File: src/rtl/instr_fetch_unit.sv
// rtl/instr_fetch_unit.sv - program counter and instruction fetch stage
//
// Holds the PC and fetches one 16-bit instruction per request from
// instruction memory. The downstream control FSM advances the PC
// sequentially, by a signed 8-bit displacement, or to an absolute target.
//
// Ports:
//   Clk, Reset_n          clock, asynchronous active-low reset
//   PCEn                  advance strobe, honoured only while holding an instruction
//   PCState[1:0]          next-PC select: 00/11 PC+1, 01 PC+sext(Imm), 10 JumpTarget
//   Imm[7:0]              signed branch displacement
//   JumpTarget[15:0]      absolute jump address
//   MemAddr[15:0], MemRd  instruction memory request
//   MemRdata[15:0]        instruction memory read data, valid with MemReady
//   MemReady              memory completes the read this cycle
//   Instr[15:0]           captured instruction word
//   InstrValid            Instr holds the instruction at PC
//   PC[15:0]              current program counter
//   LinkAddr[15:0]        PC+1 for link-register writes
//   Busy                  fetch or retry in progress
//   FetchErr              sticky fetch-timeout flag

module instr_fetch_unit #(
    parameter logic [15:0] RESET_PC = 16'h0000,
    parameter int unsigned MAX_WAIT = 15
) (
    input  logic        Clk,
    input  logic        Reset_n,
    input  logic        PCEn,
    input  logic [1:0]  PCState,
    input  logic [7:0]  Imm,
    input  logic [15:0] JumpTarget,
    output logic [15:0] MemAddr,
    output logic        MemRd,
    input  logic [15:0] MemRdata,
    input  logic        MemReady,
    output logic [15:0] Instr,
    output logic        InstrValid,
    output logic [15:0] PC,
    output logic [15:0] LinkAddr,
    output logic        Busy,
    output logic        FetchErr
);

    typedef enum logic [1:0] {
        S_FETCH = 2'd0,
        S_HOLD  = 2'd1,
        S_RETRY = 2'd2
    } state_t;

    // Last wait count before a retry is forced; MAX_WAIT is at most 255.
    localparam logic [7:0] WAIT_LAST = 8'(MAX_WAIT - 1);

    state_t      state;
    state_t      state_nxt;
    logic [7:0]  wait_cnt;
    logic [7:0]  wait_nxt;
    logic [15:0] pc_nxt;
    logic [15:0] instr_nxt;
    logic        valid_nxt;
    logic        err_nxt;
    logic [15:0] next_pc;

    always_comb begin
        next_pc = PC + 16'd1;
        case (PCState)
            2'b01:   next_pc = PC + {{8{Imm[7]}}, Imm};
            2'b10:   next_pc = JumpTarget;
            default: next_pc = PC + 16'd1;
        endcase
    end

    always_ff @(posedge Clk or negedge Reset_n) begin
        if (!Reset_n) begin
            state      <= S_FETCH;
            PC         <= RESET_PC;
            Instr      <= 16'h0000;
            InstrValid <= 1'b0;
            FetchErr   <= 1'b0;
            wait_cnt   <= 8'd0;
        end else begin
            state      <= state_nxt;
            PC         <= pc_nxt;
            Instr      <= instr_nxt;
            InstrValid <= valid_nxt;
            FetchErr   <= err_nxt;
            wait_cnt   <= wait_nxt;
        end
    end

    always_comb begin
        state_nxt = state;
        pc_nxt    = PC;
        instr_nxt = Instr;
        valid_nxt = InstrValid;
        err_nxt   = FetchErr;
        wait_nxt  = wait_cnt;
        case (state)
            S_FETCH: begin
                // A completion on the timeout cycle wins over the retry.
                if (MemReady) begin
                    instr_nxt = MemRdata;
                    valid_nxt = 1'b1;
                    wait_nxt  = 8'd0;
                    state_nxt = S_HOLD;
                end else if (wait_cnt == WAIT_LAST) begin
                    err_nxt   = 1'b1;
                    wait_nxt  = 8'd0;
                    state_nxt = S_RETRY;
                end else begin
                    wait_nxt  = wait_cnt + 8'd1;
                end
            end
            S_HOLD: begin
                // Instr keeps the old word until the next capture.
                if (PCEn) begin
                    pc_nxt    = next_pc;
                    valid_nxt = 1'b0;
                    state_nxt = S_FETCH;
                end
            end
            S_RETRY: state_nxt = S_FETCH;
            default: state_nxt = S_FETCH;
        endcase
    end

    // Gated by Reset_n so the request drops the instant reset asserts.
    assign MemRd    = Reset_n & (state == S_FETCH);
    assign Busy     = Reset_n & ((state == S_FETCH) | (state == S_RETRY));
    assign MemAddr  = PC;
    assign LinkAddr = PC + 16'd1;

endmodule

File: config.mk
export PLATFORM = sky130hd
export DESIGN_NAME = instr_fetch_unit
export DESIGN_NICKNAME = d
export VERILOG_FILES = /design/src/rtl/instr_fetch_unit.sv
export SDC_FILE = /design/constraint.sdc
export NUM_CORES = 1
export LEC_CHECK = 0
export CAP_MARGIN = 5
export CORE_MARGIN = 2
export CORE_UTILIZATION = 35
export CTS_CLUSTER_DIAMETER = 150
export DETAILED_ROUTE_END_ITERATION = 8
export GPL_ROUTABILITY_DRIVEN = 1
export GPL_TIMING_DRIVEN = 0
export PLACE_DENSITY = 0.7
export SLEW_MARGIN = 30
export SYNTH_ARGS = -nofsm -noshare
export SYNTH_HDL_FRONTEND = slang
export SYNTH_SLANG_ARGS = --single-unit
export TNS_END_PERCENT = 30
File: constraint.sdc
create_clock -name Clk -period 2.8 [get_ports Clk]
set_input_delay 0.84 -clock Clk [delete_from_list [all_inputs] [get_ports Clk]]
set_output_delay 0.84 -clock Clk [all_outputs]
set_load 0.01 [all_outputs]
==> results.md, run 1 <==
- Req. time, crit path: 3000 ps
- Crit path kind: input pin to register
- TritonCTS Buffers: 5
- Failing checks: negative setup slack
- Synth area leaders: dfrtp_1 (32%), ha_1 (7.3%), mux2_2 (5.3%)
- DRT iter0 DRCs: 190
- Die height: 103 µm
- Ys Warns: 0
- Root buf cell: clkbuf_8
- Vias in the first global route: 3,280
- Layout cells sized above 1: 0.231
- Crit path max fanout: 3
- Synthesized flop and latch total: 44
- Yosys cell types: 60
- Ordered cell list for the critical path: clkdlybuf4s50_1, ha_4, inv_1, fa_2, nand2b_4, a21o_1, a21oi_2, nor3_1, nand3b_1, a221oi_1
- Chip width: 103 µm
- Total power: 0.00400 W
- Slew @ Worst Pin: 644 ps
- Largest net degree at the start of global routing: 46
- RSZ-0062 raised after global routing: yes
- Vias/cell: between 5 and 6
- DRT Wirelength: 10.7 mm
- Top FF cell, synth: dfrtp_1
- Sink Count: 44
- Worst hold margin: 380 ps
- Multi-input logic area: 2200 µm²
- Run status: finished with violations
- Initial antenna violation count: 0
- Worst path bufs/invs: 2
- DPL Wire Length: 7.54 mm
- Crit-path slowest cell: clkdlybuf4s50_1
- Fillers: 929
- Routability cong.: 0.892
- First-pass GRT wire length: 16.7 mm
- Row cnt: 36
- FF+latch area: around 1100 µm²
- Post-Place Worst Slack: -796 ps
- Final setup vio count: 3
- CTS tree: yes
- P per Cell Area: 781 nW/µm²
- Slowest cell delay on critical path: 500 ps
- H-tree depth: 2
- N_diodes: 0
- Hold Crit Class: input pin to async pin
- DR pass1 iterations: 5
- Post-synthesis net count: 440
- Fin crit share: 1.02
- Min Tclk post-route: 2850 ps
- Finished Layout Cells: roughly 640
- Syn avg cell area: 9.17 µm²
- Via count: 3,427
- Max-cap viol count: 0
- Most instantiated library cell after synthesis: dfrtp_1
- Post-CTS Hold Fix Bufs: 0
- Clock skew: 12.7 ps
- Register area share after synthesis: 0.322
- Worst Path Arrival: 3050 ps
- Port bufs: 113
- Fmax: 351 MHz
- Ys async rst share: 1.00
- Synth Instances: between 300 and 400
- Post-DRT Antenna Nets: 0
- Drt wl/cell: roughly 17 µm
- Layout area overhead: 49.8%
- Synth top area share: 0.322
- Area leader, netlist: dfrtp_1
- Mapped cell area: about 3400 µm²
- Fin nets: roughly 580
- Initial Util: 0.355
- Worst setup EP type: register
- DRC: 0
- GRT Util Overall: 0.201
- Gr ovfl total: 0
- Worst path top cell family by delay: compound AO/OA/AOI/OAI gates
- Worst-path clk slew: 80 ps
- Core region area: 9640 µm²
- Max-Slew Margin vs Limit: 0.569
- Pleak: 2.18 nW
- Maximum clock insertion buffer count: 2
- Synth cell count leaders: dfrtp_1 (44), o21ai_0 (27), nand2_1 (25), nor2_1 (25), a21oi_1 (22)
- Max rail drop VDD: roughly 0.54 mV
- Worst Setup Start Kind: input pin
- Post-synth EDFFs: 0
- Worst-skew pair later-pin latency: 310 ps
- Final hold vios: 0
- Final Max Slew Viols: 0
- Final worst slack: -46.9 ps
- Dpl cells: 619
- Die area: 10,600 µm²
- I/O pin total: 114
where the power goes:
group	internal (W)	switching (W)	total [W]
registers	0.000808	0.000192	0.00100
logic	0.00131	0.00119	0.00250
clock network	0.000265	0.000231	0.000496
total	0.00239	0.00162	0.00400
metrics by stage:
stage | instance area, µm² | TNS, ps | util
floorplan | 3420 | 0 | -
global placement | 4720 | -28960 | 0.490
detailed placement | 4720 | -7510 | 0.489
CTS | 5060 | -583 | 0.525
global route | 5120 | -356 | 0.532
finish | 5120 | -91.0 | 0.532
state kept, by name, indices dropped and copies added (netlist names):
register    count
wait_cnt        8
InstrValid      1
state           2
Instr          16
MemAddr        16
FetchErr        1
logic make-up after synthesis:
| family | count (synthesis) | share of synthesized area |
|---|---|---|
| AO/OA/AOI/OAI | 102 | 0.194 |
| XOR/XNOR | 27 | 0.0713 |
| adder cells (fa/ha/maj) | 21 | 0.0790 |
| buffers and inverters | 45 | 0.0826 |
| flip-flops | 44 | 0.322 |
| multiplexers | 22 | 0.0702 |
| AND/OR/NAND/NOR | 112 | 0.181 |
worst paths after layout:
kind                              from     endpoint  slack [ps]  cells after the start
setup reg to reg           MemAddr[11]  MemAddr[14]         340                      8
hold / removal                 Reset_n     Instr[8]         380                      1
hold reg to reg               FetchErr     FetchErr         480                      1
setup / recovery                Imm[0]  MemAddr[10]         -50                     10
max in group asynchronous      Reset_n  MemAddr[10]        2190                      1
min in group Clk              FetchErr     FetchErr         480                      1
placed cells by master (no fill, tap or decap), drive strengths merged, types with 4 or more instances in the layout:
master,instances
clkdlybuf4s50,100
xnor2,14
a21oi,22
nor2,26
a221oi,8
dlygate4sd2,7
nand3,16
nand2b,6
xor2,13
ha,20
dfrtp,44
and3,5
nor2b,5
clkbuf,22
o31ai,7
o21ai,28
mux2,16
a31oi,5
mux2i,6
nand4,7
nor3,7
a211oi,4
inv,12
nand2,25
a21o,7
buf,37
layer usage:
metal	vias to the layer above	track usage	part of all wire
li1	1625	-	-
met1	1659	0.284	0.44
met2	125	0.324	0.48
met3	18	0.0292	0.058
met4	0	0.0536	0.016
met5	-	0	0
what timing repair did:
action | 4_1_cts | 5_1_grt
buffers inserted | 16 | 0
setup endpoints to repair | 22 | 13
pin swaps | 4 | 1
resized for setup | 50 | 22
final cells by class:
class,instances,area share
well taps,133,0.0325
clock buffers,6,0.0142
inverters,12,0.00879
plain buffers,33,0.0466
multi-input cells,284,0.429
clock inverters,2,0.00684
flip-flops and latches,44,0.218
repair buffers,129,0.244
Power figures use the tool's default switching activity.
==> inputs of run 2 (changes only) <==
--- a/config.mk
+++ b/config.mk
@@ -8,6 +8,7 @@
 export CAP_MARGIN = 5
 export CORE_MARGIN = 2
 export CORE_UTILIZATION = 35
+export CTS_BUF_LIST = sky130_fd_sc_hd__clkbuf_8
 export CTS_CLUSTER_DIAMETER = 150
 export DETAILED_ROUTE_END_ITERATION = 8
 export GPL_ROUTABILITY_DRIVEN = 1
==> results.md, run 2 (same netlist as run 1, synthesis figures left out) <==
- Run status: finished with violations
- Failing checks: negative setup slack
- Crit path kind: input pin to register
- Fin util: 0.532 (unchanged)
- Final Max Slew Viols: 0 (unchanged)
- CTS tree: yes
- DR pass1 iterations: 5 (unchanged)
- Die area: 10,600 µm² (unchanged)
- Worst setup EP type: register
- Multi-input logic area: 2200 µm² (unchanged)
- Worst-path clk slew: 80 ps (about the same)
- Drt wl/cell: 16.6 µm (about the same)
- Chip width: 103 µm (unchanged)
- First-pass GRT wire length: 16.7 mm (unchanged)
- Sink Count: 44 (unchanged)
- Root buf cell: clkbuf_8
- I/O pin total: 114 (unchanged)
- Worst Path Arrival: 3050 ps (about the same)
- Fin crit share: 1.02 (about the same)
- Via count: 3,421 (-0.18%)
- Final instance area: 5120 µm² (unchanged)
- Final hold vios: 0 (unchanged)
- Worst hold margin: 379 ps (-0.579 ps)
- Setup TNS: -89.1 ps (+1.84 ps)
- Fin nets: 576 (unchanged)
- Final setup vio count: 3 (unchanged)
- Layout cells sized above 1: 0.231 (unchanged)
- Min Tclk post-route: 2850 ps (-0.330 ps)
- Fmax: 351 MHz (about the same)
- DRC: 0 (unchanged)
- Vias/cell: 5.32 (-0.18%)
- Hold Crit Class: input pin to async pin
- Maximum clock insertion buffer count: 2 (unchanged)
- DPL Wire Length: 7.54 mm (unchanged)
- Post-DRT Antenna Nets: 0 (unchanged)
- Largest net degree at the start of global routing: 46 (unchanged)
- Worst Setup Start Kind: input pin
- Most frequent cells in the layout: clkdlybuf4s50_1 (100), buf_4 (32), dfrtp_1 (30), o21ai_0 (25), nand2_1 (24)
- Post-DP Area: 4720 µm² (unchanged)
- Total power: 0.00400 W (about the same)
- Row cnt: 36 (unchanged)
- Req. time, crit path: 3000 ps (about the same)
- Max-Slew Margin vs Limit: 0.569 (about the same)
- H-tree depth: 2 (unchanged)
- Layout area overhead: 49.8% (unchanged)
- Slew @ Worst Pin: 644 ps (+0.120 ps)
- Vias in the first global route: 3,280 (unchanged)
- Worst-skew pair later-pin latency: 310 ps (about the same)
- Routability cong.: 0.892 (unchanged)
- Fillers: 929 (unchanged)
- FF+latch area: 1120 µm² (unchanged)
- GRT Util Overall: 0.201 (unchanged)
- Most common cell after layout, fill and taps aside: clkdlybuf4s50_1
- DRT iter0 DRCs: 190 (unchanged)
- Max rail drop VDD: 0.537 mV (about the same)
- Gr ovfl total: 0 (unchanged)
- Die height: 103 µm (unchanged)
- N_diodes: 0 (unchanged)
- Port bufs: 113 (unchanged)
- Ordered cell list for the critical path: clkdlybuf4s50_1, ha_4, inv_1, fa_2, nand2b_4, a21o_1, a21oi_2, nor3_1, nand3b_1, a221oi_1
- P per Cell Area: 780 nW/µm² (about the same)
- Final worst slack: -46.6 ps (+0.330 ps)
- DRT Wirelength: 10.7 mm (about the same)
- Max-cap viol count: 0 (unchanged)
- Initial antenna violation count: 0 (unchanged)
- TritonCTS Buffers: 5 (unchanged)
- Core region area: 9640 µm² (unchanged)
- Initial Util: 0.355 (unchanged)
- Clock skew: 11.5 ps (-1.18 ps)
- RSZ-0062 raised after global routing: yes
- Slowest cell delay on critical path: 500 ps (about the same)
- Crit-path slowest cell: clkdlybuf4s50_1
- Pleak: 2.18 nW (+0.19%)
- Crit path max fanout: 3 (unchanged)
[run 2: worst max-delay path, delay by kind of cell]
family | cells | cell delay, ps
AOI/OAI and AO/OA | 3 | 700
buffers and inverters | 2 | 550
adders and majority gates | 2 | 510
and+or+nand+nor | 3 | 440
[run 2: final timing paths]
| check | cells after the start | to | slack (ps) | from |
|---|---|---|---|---|
| min in group Clk | 1 | FetchErr | 480 | FetchErr |
| max in group asynchronous | 1 | MemAddr[10] | 2190 | Reset_n |
| setup reg to reg | 8 | MemAddr[14] | 340 | MemAddr[11] |
| hold / removal | 1 | Instr[8] | 380 | Reset_n |
| setup / recovery | 10 | MemAddr[10] | -50 | Imm[0] |
| hold reg to reg | 1 | FetchErr | 480 | FetchErr |
[run 2: metrics by stage]
stage,worst slack (ps),instances
final,-46.6,643
after floorplan,247,373
after global placement,-1890,619
after global routing,-116,643
after detailed placement,-796,619
after CTS,-249,643
[run 2: repair_timing]
item                                    CTS  global route
buffers inserted                         16             0
gates resized for setup                  50            22
pin swaps                                 4             1
hold buffers                              0             0
endpoints found under the setup margin   22            13
[run 2: area by class of cell]
| class | count | share of cell area |
|---|---|---|
| Buffer | 33 | 0.0466 |
| Clock buffer | 5 | 0.0134 |
| Multi-Input combinational cell | 284 | 0.429 |
| Clock inverter | 3 | 0.00757 |
| Inverter | 12 | 0.00879 |
| Tap cell | 133 | 0.0325 |
| Sequential cell | 44 | 0.218 |
| Timing Repair Buffer | 129 | 0.244 |
[run 2: routing by layer]
layer  vias to the layer above  GRT usage  routed length (µm)
met5                         -          0                   0
met4                         0     0.0536                 172
met3                        18     0.0292                 628
met2                       125      0.324                5140
met1                      1652      0.284                4730
li1                       1626          -                   -
[run 2: report_power, final]
part | internal [W] | total, W | switching [W]
sequential | 0.000808 | 0.00100 | 0.000192
combinational | 0.00131 | 0.00250 | 0.00119
clock | 0.000262 | 0.000494 | 0.000232
total | 0.00238 | 0.00400 | 0.00162
==> inputs of run 3 (changes only) <==
--- a/config.mk
+++ b/config.mk
@@ -5,6 +5,7 @@
 export SDC_FILE = /design/constraint.sdc
 export NUM_CORES = 1
 export LEC_CHECK = 0
+export ABC_CLOCK_PERIOD_IN_PS = 2800
 export CAP_MARGIN = 5
 export CORE_MARGIN = 2
 export CORE_UTILIZATION = 35
==> results of run 3 <==
No change in the layout: final DEF, timing and power equal those of run 2.
